File: src/rtl/jtag_dmi_pkg.sv
// Shared DMI/JTAG definitions: op and status codes, IR select value, DR layout, host FSM states.
package jtag_dmi_pkg;
  localparam logic [1:0] DMI_OP_NOP   = 2'd0;
  localparam logic [1:0] DMI_OP_READ  = 2'd1;
  localparam logic [1:0] DMI_OP_WRITE = 2'd2;

  localparam logic [1:0] DMI_OK     = 2'd0;
  localparam logic [1:0] DMI_FAILED = 2'd2;
  localparam logic [1:0] DMI_BUSY   = 2'd3;

  localparam int         IR_LEN_DEFAULT     = 5;
  localparam logic [4:0] IR_DMI_DEFAULT     = 5'h11;
  localparam int         DMI_ADDR_W_DEFAULT = 6;

  localparam int DR_OP_LSB   = 0;
  localparam int DR_DATA_LSB = 2;
  localparam int DR_ADDR_LSB = 34;
  localparam int DR_LEN      = DMI_ADDR_W_DEFAULT + DR_ADDR_LSB;

  // Scan engine sequence geometry: header TMS bits and trailer TMS bits.
  localparam int HDR_W = 16;
  localparam int TRL_W = 2;

  typedef enum logic [2:0] {
    TAP_RST, IDLE, IR_SCAN, ACC_SCAN, RTI_WAIT, RES_SCAN, RESP
  } state_t;
endpackage

File: src/rtl/jtag_scan_engine.sv
// Plays one header/payload/trailer TMS+TDI sequence at TCK = clk/(2*TCK_DIV); pulses done after the last TCK.
// TMS/TDI change with TCK falling, TDO is sampled with TCK rising; the first CAP_W payload bits are captured.
module jtag_scan_engine import jtag_dmi_pkg::*; #(
  parameter int TCK_DIV = 2,
  parameter int PAY_W   = DR_LEN,
  parameter int CAP_W   = DR_DATA_LSB + 32
) (
  input  logic             clk,
  input  logic             rst,
  input  logic             start,
  input  logic [HDR_W-1:0] hdr_tms,
  input  logic [4:0]       hdr_len,
  input  logic [PAY_W-1:0] pay,
  input  logic [6:0]       pay_len,
  input  logic [TRL_W-1:0] trl_tms,
  input  logic [1:0]       trl_len,
  input  logic             tdo,
  output logic             tck,
  output logic             tms,
  output logic             tdi,
  output logic             done,
  output logic [CAP_W-1:0] cap
);
  localparam int SEQ_W = HDR_W + PAY_W + TRL_W;
  localparam int IW    = $clog2(SEQ_W + 1);
  localparam int DW    = (TCK_DIV > 1) ? $clog2(TCK_DIV) : 1;

  logic [SEQ_W-1:0] tms_seq, tdi_seq, tms_sr, tdi_sr;
  logic [IW-1:0]    pay_end, cap_end, total;
  logic [IW-1:0]    idx, last_idx, pay_lo, cap_hi;
  logic [DW-1:0]    div_cnt;
  logic             active;

  // Flatten the three segments into one bit-serial TMS/TDI stream; the last payload bit exits Shift.
  always_comb begin
    pay_end = IW'(hdr_len) + IW'(pay_len);
    cap_end = (pay_len > 7'(CAP_W)) ? IW'(hdr_len) + IW'(CAP_W) : pay_end;
    total   = pay_end + IW'(trl_len);
    tms_seq = (SEQ_W'(hdr_tms) & ((SEQ_W'(1) << hdr_len) - SEQ_W'(1)))
            | ((SEQ_W'(trl_tms) & ((SEQ_W'(1) << trl_len) - SEQ_W'(1))) << pay_end);
    if (pay_len != 7'd0) tms_seq = tms_seq | (SEQ_W'(1) << (pay_end - IW'(1)));
    tdi_seq = SEQ_W'(pay) << hdr_len;
  end

  always_ff @(posedge clk or posedge rst) begin
    if (rst) begin
      tck      <= 1'b0;
      tms      <= 1'b1;
      tdi      <= 1'b1;
      done     <= 1'b0;
      active   <= 1'b0;
      cap      <= '0;
      tms_sr   <= '0;
      tdi_sr   <= '0;
      idx      <= '0;
      last_idx <= '0;
      pay_lo   <= '0;
      cap_hi   <= '0;
      div_cnt  <= '0;
    end else begin
      done <= 1'b0;
      if (!active) begin
        if (start && total == '0) begin
          done <= 1'b1;
        end else if (start) begin
          active   <= 1'b1;
          tms_sr   <= tms_seq;
          tdi_sr   <= tdi_seq;
          tms      <= tms_seq[0];
          tdi      <= tdi_seq[0];
          idx      <= '0;
          last_idx <= total - IW'(1);
          pay_lo   <= IW'(hdr_len);
          cap_hi   <= cap_end;
          div_cnt  <= '0;
        end
      end else if (div_cnt == DW'(TCK_DIV - 1)) begin
        div_cnt <= '0;
        if (!tck) begin
          tck <= 1'b1;
          if (idx >= pay_lo && idx < cap_hi) cap <= {tdo, cap[CAP_W-1:1]};
        end else begin
          tck <= 1'b0;
          if (idx == last_idx) begin
            active <= 1'b0;
            done   <= 1'b1;
            tms    <= 1'b0;
          end else begin
            idx    <= idx + IW'(1);
            tms_sr <= tms_sr >> 1;
            tdi_sr <= tdi_sr >> 1;
            tms    <= tms_sr[1];
            tdi    <= tdi_sr[1];
          end
        end
      end else begin
        div_cnt <= div_cnt + DW'(1);
      end
    end
  end
endmodule

File: src/rtl/jtag_dmi_host.sv
// DMI request -> JTAG host: TAP reset, cached IR select, access scan, idle wait, result scan; one request in flight.
// Cached read/write costs 45+IDLE_TCKS+45 TCKs (+11 for the first IR scan); response is held until resp_ready.
module jtag_dmi_host import jtag_dmi_pkg::*; #(
  parameter int              TCK_DIV    = 2,
  parameter int              IR_LEN     = IR_LEN_DEFAULT,
  parameter logic [IR_LEN-1:0] IR_DMI   = IR_DMI_DEFAULT,
  parameter int              DMI_ADDR_W = DMI_ADDR_W_DEFAULT,
  parameter int              RESET_TCKS = 8,
  parameter int              IDLE_TCKS  = 4
) (
  input  logic                  clk,
  input  logic                  rst,
  input  logic                  req_valid,
  output logic                  req_ready,
  input  logic [1:0]            req_op,
  input  logic [DMI_ADDR_W-1:0] req_addr,
  input  logic [31:0]           req_data,
  output logic                  resp_valid,
  input  logic                  resp_ready,
  output logic [31:0]           resp_data,
  output logic [1:0]            resp_status,
  output logic                  jtag_TCK,
  output logic                  jtag_TMS,
  output logic                  jtag_TDI,
  input  logic                  jtag_TDO,
  output logic                  busy
);
  localparam int DR_W  = DMI_ADDR_W + DR_ADDR_LSB;
  localparam int CAP_W = DR_DATA_LSB + 32;

  state_t                state;
  logic                  launched, start, ir_loaded, eng_done;
  logic [1:0]            op;
  logic [DMI_ADDR_W-1:0] addr;
  logic [31:0]           data;
  logic [CAP_W-1:0]      cap;
  logic [HDR_W-1:0]      hdr_tms;
  logic [4:0]            hdr_len;
  logic [DR_W-1:0]       pay;
  logic [6:0]            pay_len;
  logic [TRL_W-1:0]      trl_tms;
  logic [1:0]            trl_len;

  // TMS patterns are LSB-first and all start/end in Run-Test/Idle.
  always_comb begin
    hdr_tms = '0;
    hdr_len = '0;
    pay     = '0;
    pay_len = '0;
    trl_tms = '0;
    trl_len = '0;
    case (state)
      TAP_RST: begin
        hdr_tms = HDR_W'((1 << RESET_TCKS) - 1);
        hdr_len = 5'(RESET_TCKS + 1);
      end
      IR_SCAN: begin
        hdr_tms = HDR_W'(4'b0011);
        hdr_len = 5'd4;
        pay     = DR_W'(IR_DMI);
        pay_len = 7'(IR_LEN);
        trl_tms = 2'b01;
        trl_len = 2'd2;
      end
      ACC_SCAN, RES_SCAN: begin
        hdr_tms = HDR_W'(3'b001);
        hdr_len = 5'd3;
        pay     = (state == ACC_SCAN) ? {addr, data, op} : {addr, 32'h0, DMI_OP_NOP};
        pay_len = 7'(DR_W);
        trl_tms = 2'b01;
        trl_len = 2'd2;
      end
      RTI_WAIT: hdr_len = 5'(IDLE_TCKS);
      default: ;
    endcase
  end

  always_ff @(posedge clk or posedge rst) begin
    if (rst) begin
      state       <= TAP_RST;
      launched    <= 1'b0;
      start       <= 1'b0;
      ir_loaded   <= 1'b0;
      req_ready   <= 1'b0;
      resp_valid  <= 1'b0;
      resp_data   <= '0;
      resp_status <= '0;
      busy        <= 1'b1;
      op          <= '0;
      addr        <= '0;
      data        <= '0;
    end else begin
      start <= 1'b0;
      case (state)
        IDLE: if (req_valid && req_ready) begin
          op        <= req_op;
          addr      <= req_addr;
          data      <= req_data;
          req_ready <= 1'b0;
          busy      <= 1'b1;
          state     <= !ir_loaded ? IR_SCAN : (req_op == DMI_OP_NOP) ? RES_SCAN : ACC_SCAN;
        end
        RESP: if (resp_ready) begin
          resp_valid <= 1'b0;
          req_ready  <= 1'b1;
          busy       <= 1'b0;
          state      <= IDLE;
        end
        default: begin
          if (!launched) begin
            start    <= 1'b1;
            launched <= 1'b1;
          end else if (eng_done) begin
            launched <= 1'b0;
            case (state)
              TAP_RST: begin
                req_ready <= 1'b1;
                busy      <= 1'b0;
                state     <= IDLE;
              end
              IR_SCAN: begin
                ir_loaded <= 1'b1;
                state     <= (op == DMI_OP_NOP) ? RES_SCAN : ACC_SCAN;
              end
              ACC_SCAN: state <= RTI_WAIT;
              RTI_WAIT: state <= RES_SCAN;
              default: begin
                resp_valid  <= 1'b1;
                resp_data   <= cap[DR_DATA_LSB +: 32];
                resp_status <= cap[DR_OP_LSB +: 2];
                state       <= RESP;
              end
            endcase
          end
        end
      endcase
    end
  end

  jtag_scan_engine #(
    .TCK_DIV (TCK_DIV),
    .PAY_W   (DR_W),
    .CAP_W   (CAP_W)
  ) u_scan (
    .clk     (clk),
    .rst     (rst),
    .start   (start),
    .hdr_tms (hdr_tms),
    .hdr_len (hdr_len),
    .pay     (pay),
    .pay_len (pay_len),
    .trl_tms (trl_tms),
    .trl_len (trl_len),
    .tdo     (jtag_TDO),
    .tck     (jtag_TCK),
    .tms     (jtag_TMS),
    .tdi     (jtag_TDI),
    .done    (eng_done),
    .cap     (cap)
  );
endmodule

File: config.mk
export PLATFORM = sky130hd
export DESIGN_NAME = jtag_dmi_host
export DESIGN_NICKNAME = d
export VERILOG_FILES = /design/src/rtl/jtag_dmi_pkg.sv /design/src/rtl/jtag_scan_engine.sv /design/src/rtl/jtag_dmi_host.sv
export SDC_FILE = /design/constraint.sdc
export NUM_CORES = 1
export LEC_CHECK = 0
export BUFFER_PORTS_ARGS = -buffer_cell sky130_fd_sc_hd__buf_2
export CORE_MARGIN = 4
export CORE_UTILIZATION = 35
export CTS_CLUSTER_DIAMETER = 150
export DETAILED_ROUTE_END_ITERATION = 10
export PLACE_DENSITY_LB_ADDON = 0.25
export REMOVE_ABC_BUFFERS = 1
export SYNTH_ARGS = -nofsm -noshare
export SYNTH_HDL_FRONTEND = slang
export SYNTH_SLANG_ARGS = --single-unit
File: constraint.sdc
create_clock -name clk -period 10 [get_ports clk]
set_input_delay 1 -clock clk [delete_from_list [all_inputs] [get_ports clk]]
set_output_delay 1 -clock clk [all_outputs]
set_load 0.01 [all_outputs]
Word-level counts from Yosys, hierarchy flattened. Cells that the tools add are included.

$add $sub $neg: 9. Magnitude comparators: 3. Eq/ne operators: 14. Shift-type cells: 5. Muxes and demuxes: 84. Bitwise logic cells: 10. Reduce and logical (&&, ||, !) cells: 31.

Operators by type and width (number): 58-bit 2-to-1 mux (13); 58-bit bitwise OR (2); 58-bit by 1-bit subtractor with 58-bit output (second input constant) (2); 40-bit one-hot mux with 2 select lines (1); 1-bit by 58-bit bitwise AND with 58-bit output (1); 8-bit by 58-bit bitwise AND with 58-bit output (1); 1-bit by 2-bit left shift with 58-bit output (first input constant) (1); 1-bit by 4-bit left shift with 58-bit output (first input constant) (1); 1-bit by 6-bit left shift with 58-bit output (first input constant) (1); 40-bit by 4-bit left shift with 58-bit output (1); 58-bit by 6-bit left shift with 58-bit output (1); 1-bit 2-to-1 mux (46); 6-bit 2-to-1 mux (7); 34-bit 2-to-1 mux (1); 8-bit one-hot mux with 3 select lines (1); 3-bit 2-to-1 mux (7); 4-bit AND reduction (5); 5-bit AND reduction (3); 3-bit one-hot mux with 4 select lines (1); 4-bit one-hot mux with 3 select lines (1); 6-bit one-hot mux with 2 select lines (1); 6-bit by 1-bit subtractor with 6-bit output (second input constant) (2); 3-bit equality test (second input constant) (3); 3-bit nonzero test (3); other kinds (28) (50).

Register bits after elaboration: 262. Input bits: 45. Word-level logic and storage cells: 181.

Depth between registers and ports, before layout. Gate-level depths: netlist (run 1).

Word-level depth: 13. Gate-level depth with buffers: 24. Gate-level depth less buffers: 19.

Cells and area by module. Synthesis (run 1) repeated with hierarchy kept, for this count alone.

Cells, all modules: 1575. Area, all modules: 16245.6 sq um.

By module, submodules not included: jtag_scan_engine (instances 1, cells an instance 1278, area an instance 12495.7 sq um, sequential area each 4431.8 sq um); jtag_dmi_host (instances 1, cells an instance 297, area an instance 3749.8 sq um, sequential area each 2078.2 sq um).

Worst setup path after synthesis (run 1). No wires, ideal clock.

Path kind: reg-to-reg. Start point: register state[0]. End point: register u_scan.tdi_sr[10]. Library setup time: 0.125 ns. Arrival: 4.796 ns. Data required time: 9.875 ns. Slack: 5.079 ns. Stages on the path, launching flop included: 25. Path buffers: 7. Cells stage by stage: dfrtp_1 buf_2 buf_1 nor2_1 inv_1 ha_1 clkbuf_1 inv_1 a31oi_2 inv_2 buf_2 ha_1 ha_1 inv_1 ha_1 ha_1 clkbuf_1 o21bai_1 a21oi_1 a211o_1 o21ai_2 nand2_1 buf_6 buf_6 mux2_4.

Word-level cells in the longest chain between the ends: 9.

RTL lines: start, declared (line jtag_dmi_host.sv:31) `state_t state;`; start signal, assigned (line jtag_dmi_host.sv:101) `state <= !ir_loaded ? IR_SCAN : (req_op == DMI_OP_NOP) ? RES_SCAN : ACC_SCAN;`; start signal, assigned (line jtag_dmi_host.sv:123) `state <= (op == DMI_OP_NOP) ? RES_SCAN : ACC_SCAN;`; 3-bit equality test or 3-bit by 2-bit equality test with 1-bit output (tied branches) (line jtag_dmi_host.sv:52) `case (state)`; 2-bit OR reduction (on tied branches); 4-bit one-hot mux with 3 select lines * (line jtag_dmi_host.sv:52); via hdr_len[0] (line jtag_dmi_host.sv:38) `logic [4:0] hdr_len;`; 4-bit by 6-bit adder with 6-bit output (line jtag_scan_engine.sv:36) `pay_end = IW'(hdr_len) + IW'(pay_len);`; 6-bit by 2-bit adder with 6-bit output (line jtag_scan_engine.sv:38) `total = pay_end + IW'(trl_len);`; 6-bit zero test (line jtag_scan_engine.sv:63) `if (start && total == '0) begin`; 1-bit logical AND (line jtag_scan_engine.sv:63); 2-bit by 1-bit inequality test with 1-bit output (no source line); 5-bit AND reduction (no source line); end signal, assigned (line jtag_scan_engine.sv:68) `tdi_sr <= tdi_seq;`; end signal, assigned (line jtag_scan_engine.sv:91) `tdi_sr <= tdi_sr >> 1;`; end, declared (line jtag_scan_engine.sv:28) `logic [SEQ_W-1:0] tms_seq, tdi_seq, tms_sr, tdi_sr;`.

Mark *: on every way through the listed nets, which the timed path passes. The rest lies on a longest branch. The select of a mux whose other input is x is not followed. A chain may end at the register's enable or synchronous reset.

Worst setup path in the final report (run 1).
Start point: register state[2]. End point: register u_scan.tdi_sr[7].

Word-level cells in the longest chain between the ends: 9.

RTL lines (line): 3-bit equality test, or another cell as far along (jtag_dmi_host.sv:52); 2-bit OR reduction (on tied branches); 4-bit one-hot mux with 3 select lines or 6-bit one-hot mux with 2 select lines (tied branches) (jtag_dmi_host.sv:52); 4-bit by 6-bit adder with 6-bit output (jtag_scan_engine.sv:36); 6-bit by 2-bit adder with 6-bit output (jtag_scan_engine.sv:38); 6-bit zero test (jtag_scan_engine.sv:63); 1-bit logical AND (jtag_scan_engine.sv:63); 2-bit by 1-bit inequality test with 1-bit output (no source line); 5-bit AND reduction (no source line).

Several ways; a longest one is shown, not always the timed one. The select of a mux whose other input is x is not followed.

==> impl_metrics.tcl, run 1 <==
set metrics [dict create \
    status "finished, final reports clean" \
    hold_viol 0 \
    synth.most_common_cell "dfrtp_1" \
    root_buffer "clkbuf_16" \
    synth-seq-cells 256 \
    stdcell_count 1621 \
    finalSetupViolCount 0 \
    final_nets 1217 \
    tightestPinTransition_ns 1.08 \
    cts.repair.resized 0 \
    critPathBufInv 4 \
    dr_wl_met2_um 11500 \
    io_buffers 84 \
    avgSynthCellArea_um2 10.8 \
    hold_class "reg2reg" \
    fin_setup_tns_ns 0 \
    grt_use_total 0.141 \
    cts_setup_buffers 0 \
    ys_types 60 \
    synth-main-ff-cell "dfrtp_1" \
    r2r_start "state[2]$_DFFE_PP0P_" \
    vdd.ir_drop.worst_uv 103 \
    core_mm2 0.0335 \
    grt_overflow 0 \
    place_hpwl_um 15600 \
    synth_top_area_share 0.533 \
    fp.dieW_um 192 \
    ff_latch_area_mm2 0.00641 \
    crit_family "adder cells" \
    ant_nets 0 \
    route.met3.wl_um 1340 \
    crit_path_max_incr_delay_ns 0.86 \
    htreeDepth 1 \
    num_vias 8176 \
    total_power_mw 2.18 \
    post-place-cells 1568 \
    fin_crit_sh 0.705 \
    critical_path_class "reg2reg" \
    period_minus_slack_ns 7.05 \
    drt_wl_total_um 25800 \
    fillCellCount 3261 \
    setup.worst_path.start_class "flop" \
    antenna_found_initial 1 \
    hold_buffers 0 \
    p_leak_nw 6.71 \
    ys_seq_area_frac 0.539 \
    critical_path_required_ns 10.37 \
    synth_edf_count 0 \
    fin_skew_ns 0.0121 \
    cp_max_fo 52 \
    cp.arrival_ns 7.43 \
    setup_ws_ns 2.95 \
    top_level_ports 85 \
    clk_pin_slew_ns 0.06 \
    powerDensity_mw_per_mm2 159 \
    drtPass1Iterations 5 \
    final_area_mm2 0.0137 \
    netlist_area_mm2 0.0119 \
    numCtsBuffers 29 \
    cpMostUsedCell "ha_1" \
    dieArea_mm2 0.0370 \
    drive_above_1_share 0.260 \
    drc_errors 0 \
    yosys.area.top_type "dfrtp_1" \
    cts_sinks 256 \
    grt_pass1_vias 8301 \
    grt_max_degree 112 \
    synthArstFlopShare 1.00 \
    top_layer "met5" \
    max_freq_mhz 142 \
    met1_length_um 12500 \
    rows 67 \
    cts_tree "built" \
    yosysWarnings 0 \
    synth_common_cells "253 x dfrtp_1, 157 x nand2_1, 131 x mux2_2" \
    rsz0062_at_grt "false" \
    initial_utilization 0.354 \
    drt_iter0_markers 544 \
    place_area_mm2 0.0127 \
    post_drt_via_cell_ratio 5.04 \
    cp-startpoint "state[2]$_DFFE_PP0P_" \
    cp_cell_sequence "xor2_2, nand2_4, ha_1, inv_1, a31oi_4, inv_2, ha_1, ha_1, inv_1, ha_1, ha_1, nand2b_1, mux2_4, a211o_1, o21a_1, buf_4, nor2_1, o21ai_0" \
    slew_violations 0 \
    area_growth_pct 15.3 \
    gp_congestion 0.843 \
    post_drt_wl_per_cell_um 15.9 \
    synthCells 1099 \
    grt_pass1_wl_um 43500 \
    cts_buffer_depth 3 \
    endpoint_kind "flop" \
    place_ws_ns 3.03 \
    insertion_delay_ns 0.54 \
    maxSlewHeadroom 0.277 \
    num_antenna_cells 0 \
    drv_cap 0 \
    synth.top_cells.by_area "dfrtp_1 53%, mux2_2 12%, nand2_1 5.0%, o21ai_0 4.1%, nand3_1 4.0%" \
    multiInputGateArea_mm2 0.00509 \
    die_h_um 192 \
    slowest_stage "a31oi_4" \
    hold_start "u_scan.tms_sr[27]$_DFFE_PP0P_" \
]
## state kept, by name (all words and copies together), names as in the netlist, 2 cells and up
name	cells
u_scan.tms_sr	57
resp_data	32
resp_status	2
data	32
u_scan.pay_lo	4
u_scan.last_idx	6
u_scan.tdi_sr	54
u_scan.cap_hi	6
op	2
u_scan.idx	6
u_scan.cap	34
addr	6
state	3
## cells in the final DEF, fill, tap and decap left out, types with 11 or more instances in the layout
cell,netlist,layout
ha_1,21,21
mux2i_1,33,33
o21ai_0,98,98
nand3_1,96,96
mux2_4,13,13
nor3_1,17,17
buf_2,9,84
dfrtp_1,253,252
mux2_2,131,131
inv_1,24,23
nand2_1,157,156
a21oi_1,26,25
clkbuf_16,0,29
clkbuf_8,0,11
nor2_1,35,35
buf_4,1,12
## cell families (layout without fill, tap and decap cells)
family	Yosys count	count (layout)	share of synthesized area
AO/OA/AOI/OAI	187	187	0.0932
XOR/XNOR	19	19	0.0146
adder cells (fa/ha/maj)	21	21	0.0221
buffers and inverters	101	175	0.0352
flip-flops	256	256	0.539
multiplexers	179	179	0.170
other	1	1	0.000315
AND/OR/NAND/NOR	335	335	0.125
## path summary, 6_finish.rpt
path | to | slack [ns] | cells past startpoint
setup / recovery | u_scan.tdi_sr[7]$_DFFE_PP0P_ | 2.95 | 18
hold / removal | u_scan.tms_sr[26]$_DFFE_PP0P_ | 0.47 | 2
setup reg to reg | u_scan.tdi_sr[7]$_DFFE_PP0P_ | 2.95 | 18
hold reg to reg | u_scan.tms_sr[26]$_DFFE_PP0P_ | 0.47 | 2
max in group asynchronous | u_scan.tdi_sr[41]$_DFFE_PP0P_ | 7.83 | 3
min in group asynchronous | data[27]$_DFFE_PP0P_ | 0.59 | 2
## layer usage
layer / up-vias / track usage
met1: 4032 / 0.204
li1: 3952 / -
met4: 2 / 0.0337
met5: - / 0
met3: 28 / 0.0291
met2: 162 / 0.217
## where the power goes
group	switching [mW]	leakage [nW]	internal (mW)	total, mW
registers	0.00144	3.44	1.04	1.04
clock network	0.419	0.508	0.689	1.11
logic	0.0234	2.76	0.00837	0.0318
## worst reg2reg max path: cells and delay by family (launching register included)
kind | cells | cell delay (ns)
AOI/OAI and AO/OA | 4 | 1.61
muxes | 1 | 0.28
xor gates and xnor gates | 1 | 0.34
buffers and inverters | 4 | 1.06
and+or+nand+nor | 3 | 1.12
adders and majority gates | 5 | 1.65
DFF | 1 | 0.82
## per-stage QoR
step	util	hold WS, ns
6_report	0.409	0.472
3_5_place_dp	0.378	0.464
5_1_grt	0.409	0.492
4_1_cts	0.409	0.478
2_1_floorplan	-	0.449
3_3_place_gp	0.378	0.460
## cell type report
class / count / area share
Clock inverter: 9 / 0.00932
Timing Repair Buffer: 96 / 0.0373
Sequential cell: 256 / 0.468
Inverter: 26 / 0.00767
Clock buffer: 44 / 0.0651
Tap cell: 448 / 0.0409
Multi-Input combinational cell: 742 / 0.372
(Power assumes the default switching activity.)
==> run 2, diff against run 1 <==
--- a/config.mk
+++ b/config.mk
@@ -5,6 +5,7 @@
 export SDC_FILE = /design/constraint.sdc
 export NUM_CORES = 1
 export LEC_CHECK = 0
+export ABC_AREA = 1
 export BUFFER_PORTS_ARGS = -buffer_cell sky130_fd_sc_hd__buf_2
 export CORE_MARGIN = 4
 export CORE_UTILIZATION = 35
==> constraint.sdc (replaced) <==
create_clock -name clk -period 5.7 [get_ports clk]
set_input_delay 0.57 -clock clk [delete_from_list [all_inputs] [get_ports clk]]
set_output_delay 0.57 -clock clk [all_outputs]
set_load 0.01 [all_outputs]
==> run 2 against run 1 <==
Against the previous run: synthesized area up 3.4%; flip-flop and latch count is the same; non-clock buffer count grew 1; clock skew is 0.0023 ns lower; total power increased by 78%; highest routed layer is now met4; hold slack got worse by 0.25 ns; critical path depth grew 1; die area grew 3.2%; global-route usage hardly changed; fmax is 41% higher; via count up 20%; core utilization shrank 0.36 points.
==> impl_metrics.tcl, run 2 <==
set metrics [dict create \
    status "finished, final reports clean" \
    cpMostUsedCell "ha_1" \
    largest_reg_flops 57 \
    drt_iter0_markers 583 \
    synth_common_cells "503 x nand2_1, 253 x dfrtp_1, 168 x nand3_1" \
    rsz0062_at_grt "false" \
    final_nets 1586 \
    p_clk_frac 0.515 \
    whs_ns 0.219 \
    fillCellCount 3584 \
    synthCells 1485 \
    grt_pass1_vias 9537 \
    clk_pin_slew_ns 0.06 \
    drive_above_1_share 0.137 \
    pwr-share-seq 0.471 \
    drc_errors 0 \
    period_minus_slack_ns 5.00 \
    tightestPinTransition_ns 1.13 \
    max_freq_mhz 200 \
    place_hpwl_um 16300 \
    die_h_um 195 \
    place_area_mm2 0.0130 \
    cts_tree "built" \
    fin_crit_sh 0.877 \
    final_area_mm2 0.0140 \
    post_drt_via_cell_ratio 4.93 \
    cts_buffer_depth 3 \
    initial_utilization 0.356 \
    avgSynthCellArea_um2 8.27 \
    synth.most_common_cell "nand2_1" \
    combPwrFrac 0.014 \
    regMostFlops "u_scan.tms_sr" \
    cts_sinks 256 \
    rows 68 \
    hold_class "in2async" \
    dieArea_mm2 0.0382 \
    synth-main-ff-cell "dfrtp_1" \
    synth.top_cells.by_area "dfrtp_1 52%, nand2_1 15%, nand3_1 6.8%, o21ai_0 4.5%, mux2_2 2.9%" \
    slew_violations 0 \
    insertion_delay_ns 0.54 \
    antenna_found_initial 0 \
    ys_seq_area_frac 0.522 \
    hold_buffers 0 \
    switchingPower_mw 0.804 \
    fp.dieW_um 195 \
    synth_compound_area_frac 0.0784 \
    rr_worst_depth 19 \
    critical_path_class "reg2reg" \
    cp_max_fo 108 \
    synthArstFlopShare 1.00 \
    drtPass1Iterations 5 \
    setup.worst_path.start_class "flop" \
    top_level_ports 85 \
    swShare 0.208 \
    maxSlewHeadroom 0.249 \
    area_growth_pct 13.9 \
    cp.arrival_ns 5.43 \
    root_buffer "clkbuf_16" \
    mostFrequentLayoutCells "503 x nand2_1, 252 x dfrtp_1, 167 x nand3_1, 110 x o21ai_0, 90 x inv_1" \
    drv_cap 0 \
    ant_nets 0 \
    yosys.area_share.xor_xnor 0.00499 \
    synth_mux_area_frac 0.0293 \
    synth_top_family_by_area "simple AND/OR/NAND/NOR gates" \
    yosysWarnings 0 \
    slowest_stage "nand2_4" \
    gp_congestion 0.861 \
    endpoint_kind "flop" \
    htreeDepth 1 \
    p_leak_nw 7.31 \
    ys_types 45 \
    io_buffers 84 \
    grt_overflow 0 \
    crit_path_max_incr_delay_ns 0.72 \
    netlist_area_mm2 0.0123 \
    drt_wl_total_um 27300 \
    critical_path_required_ns 6.14 \
    p_int_mw 3.06 \
    synth_edf_count 0 \
    grt_pass1_wl_um 47200 \
    grt_use_total 0.141 \
    num_antenna_cells 0 \
    reg_top3 "u_scan.tms_sr x57, u_scan.tdi_sr x54, u_scan.cap x34" \
    post_drt_wl_per_cell_um 13.7 \
    cp_cell_sequence "inv_2, nand2_2, nand2_1, ha_1, nand2_1, nand2_1, inv_2, ha_1, ha_1, inv_1, ha_1, ha_1, inv_1, nand3_1, nor2_4, nand2_4, nand2_4, nand2_4, o21ai_0" \
    finalSetupViolCount 0 \
    yosys.area.top_type "dfrtp_1" \
    fin_skew_ns 0.00980 \
    mostFrequentLayoutCell "nand2_1" \
    numCtsBuffers 29 \
    num_vias 9832 \
    powerDensity_mw_per_mm2 277 \
    grt_max_degree 131 \
    core_mm2 0.0345 \
    vdd.ir_drop.worst_uv 214 \
    hold_viol 0 \
    cts.repair.resized 0 \
    synth_top_area_share 0.515 \
    cts_setup_buffers 0 \
    synth-simple-area-share 0.278 \
    synth_fa_ha_area_frac 0.0214 \
    synth-seq-cells 256 \
]
## run 2: final timing paths
kind | slack (ns) | startpoint | endpoint
worst max-delay path | 0.70 | state[2]$_DFFE_PP0P_ | u_scan.tdi_sr[38]$_DFFE_PP0P_
worst min-delay path | 0.22 | rst | resp_data[24]$_DFFE_PP0P_
worst max register to register | 0.70 | state[2]$_DFFE_PP0P_ | u_scan.tdi_sr[38]$_DFFE_PP0P_
worst min register to register | 0.46 | resp_data[19]$_DFFE_PP0P_ | resp_data[19]$_DFFE_PP0P_
max in group asynchronous | 4.27 | rst | u_scan.tdi_sr[21]$_DFFE_PP0P_
min in group clk | 0.25 | req_data[8] | data[8]$_DFFE_PP0P_
## run 2: stage by stage
step	cells	util	total power [mW]	worst slack [ns]	setup TNS, ns
after floorplan	1392	-	1.88	-1.91	-539.72
after global placement	1944	0.375	1.91	0.893	0
after detailed placement	1944	0.375	1.91	0.808	0
after CTS	1996	0.405	3.92	0.775	0
after global routing	1996	0.405	4.01	0.243	0
final	1996	0.405	3.87	0.702	0
## run 2: routing by layer
metal	vias to the layer above	routed length [um]	global-route usage	part of all wire
li1	4915	-	-	-
met1	4698	13100	0.200	0.48
met2	172	12500	0.230	0.46
met3	47	1030	0.0186	0.038
met4	0	707	0.0349	0.026
met5	-	0	0	0
## run 2: power groups by stage
stage,logic [mW],clock network [mW],registers [mW]
floorplan,0.0289,0,1.85
global placement,0.0598,0,1.85
detailed placement,0.0595,0,1.85
CTS,0.0594,2.04,1.82
global route,0.0673,2.12,1.82
finish,0.0554,1.99,1.82
## run 2: kinds of logic (layout without fill, tap and decap cells)
logic type	after synthesis	in the layout
AOI/OAI and AO/OA	181	181
buffers and inverters	191	247
muxes	32	32
other	1	1
and+or+nand+nor	796	796
adders and majority gates	21	21
DFF	256	256
xor gates and xnor gates	7	7
## run 2: area by class of cell
type,instances,area [um2],area share
Multi-Input combinational cell,1038,5080,0.363
Clock buffer,38,820,0.0586
Inverter,98,375,0.0268
Sequential cell,256,6410,0.458
Tap cell,455,569,0.0407
Clock inverter,14,204,0.0146
Timing Repair Buffer,97,531,0.0379
## run 2: worst max-delay path: cells and delay by family, from the launching register on
kind	cells	cell delay, ns
adder cells (fa/ha/maj)	5	1.29
AND/OR/NAND/NOR	9	2.23
AO/OA/AOI/OAI	1	0.40
buffers and inverters	4	0.38
flip-flops	1	0.48
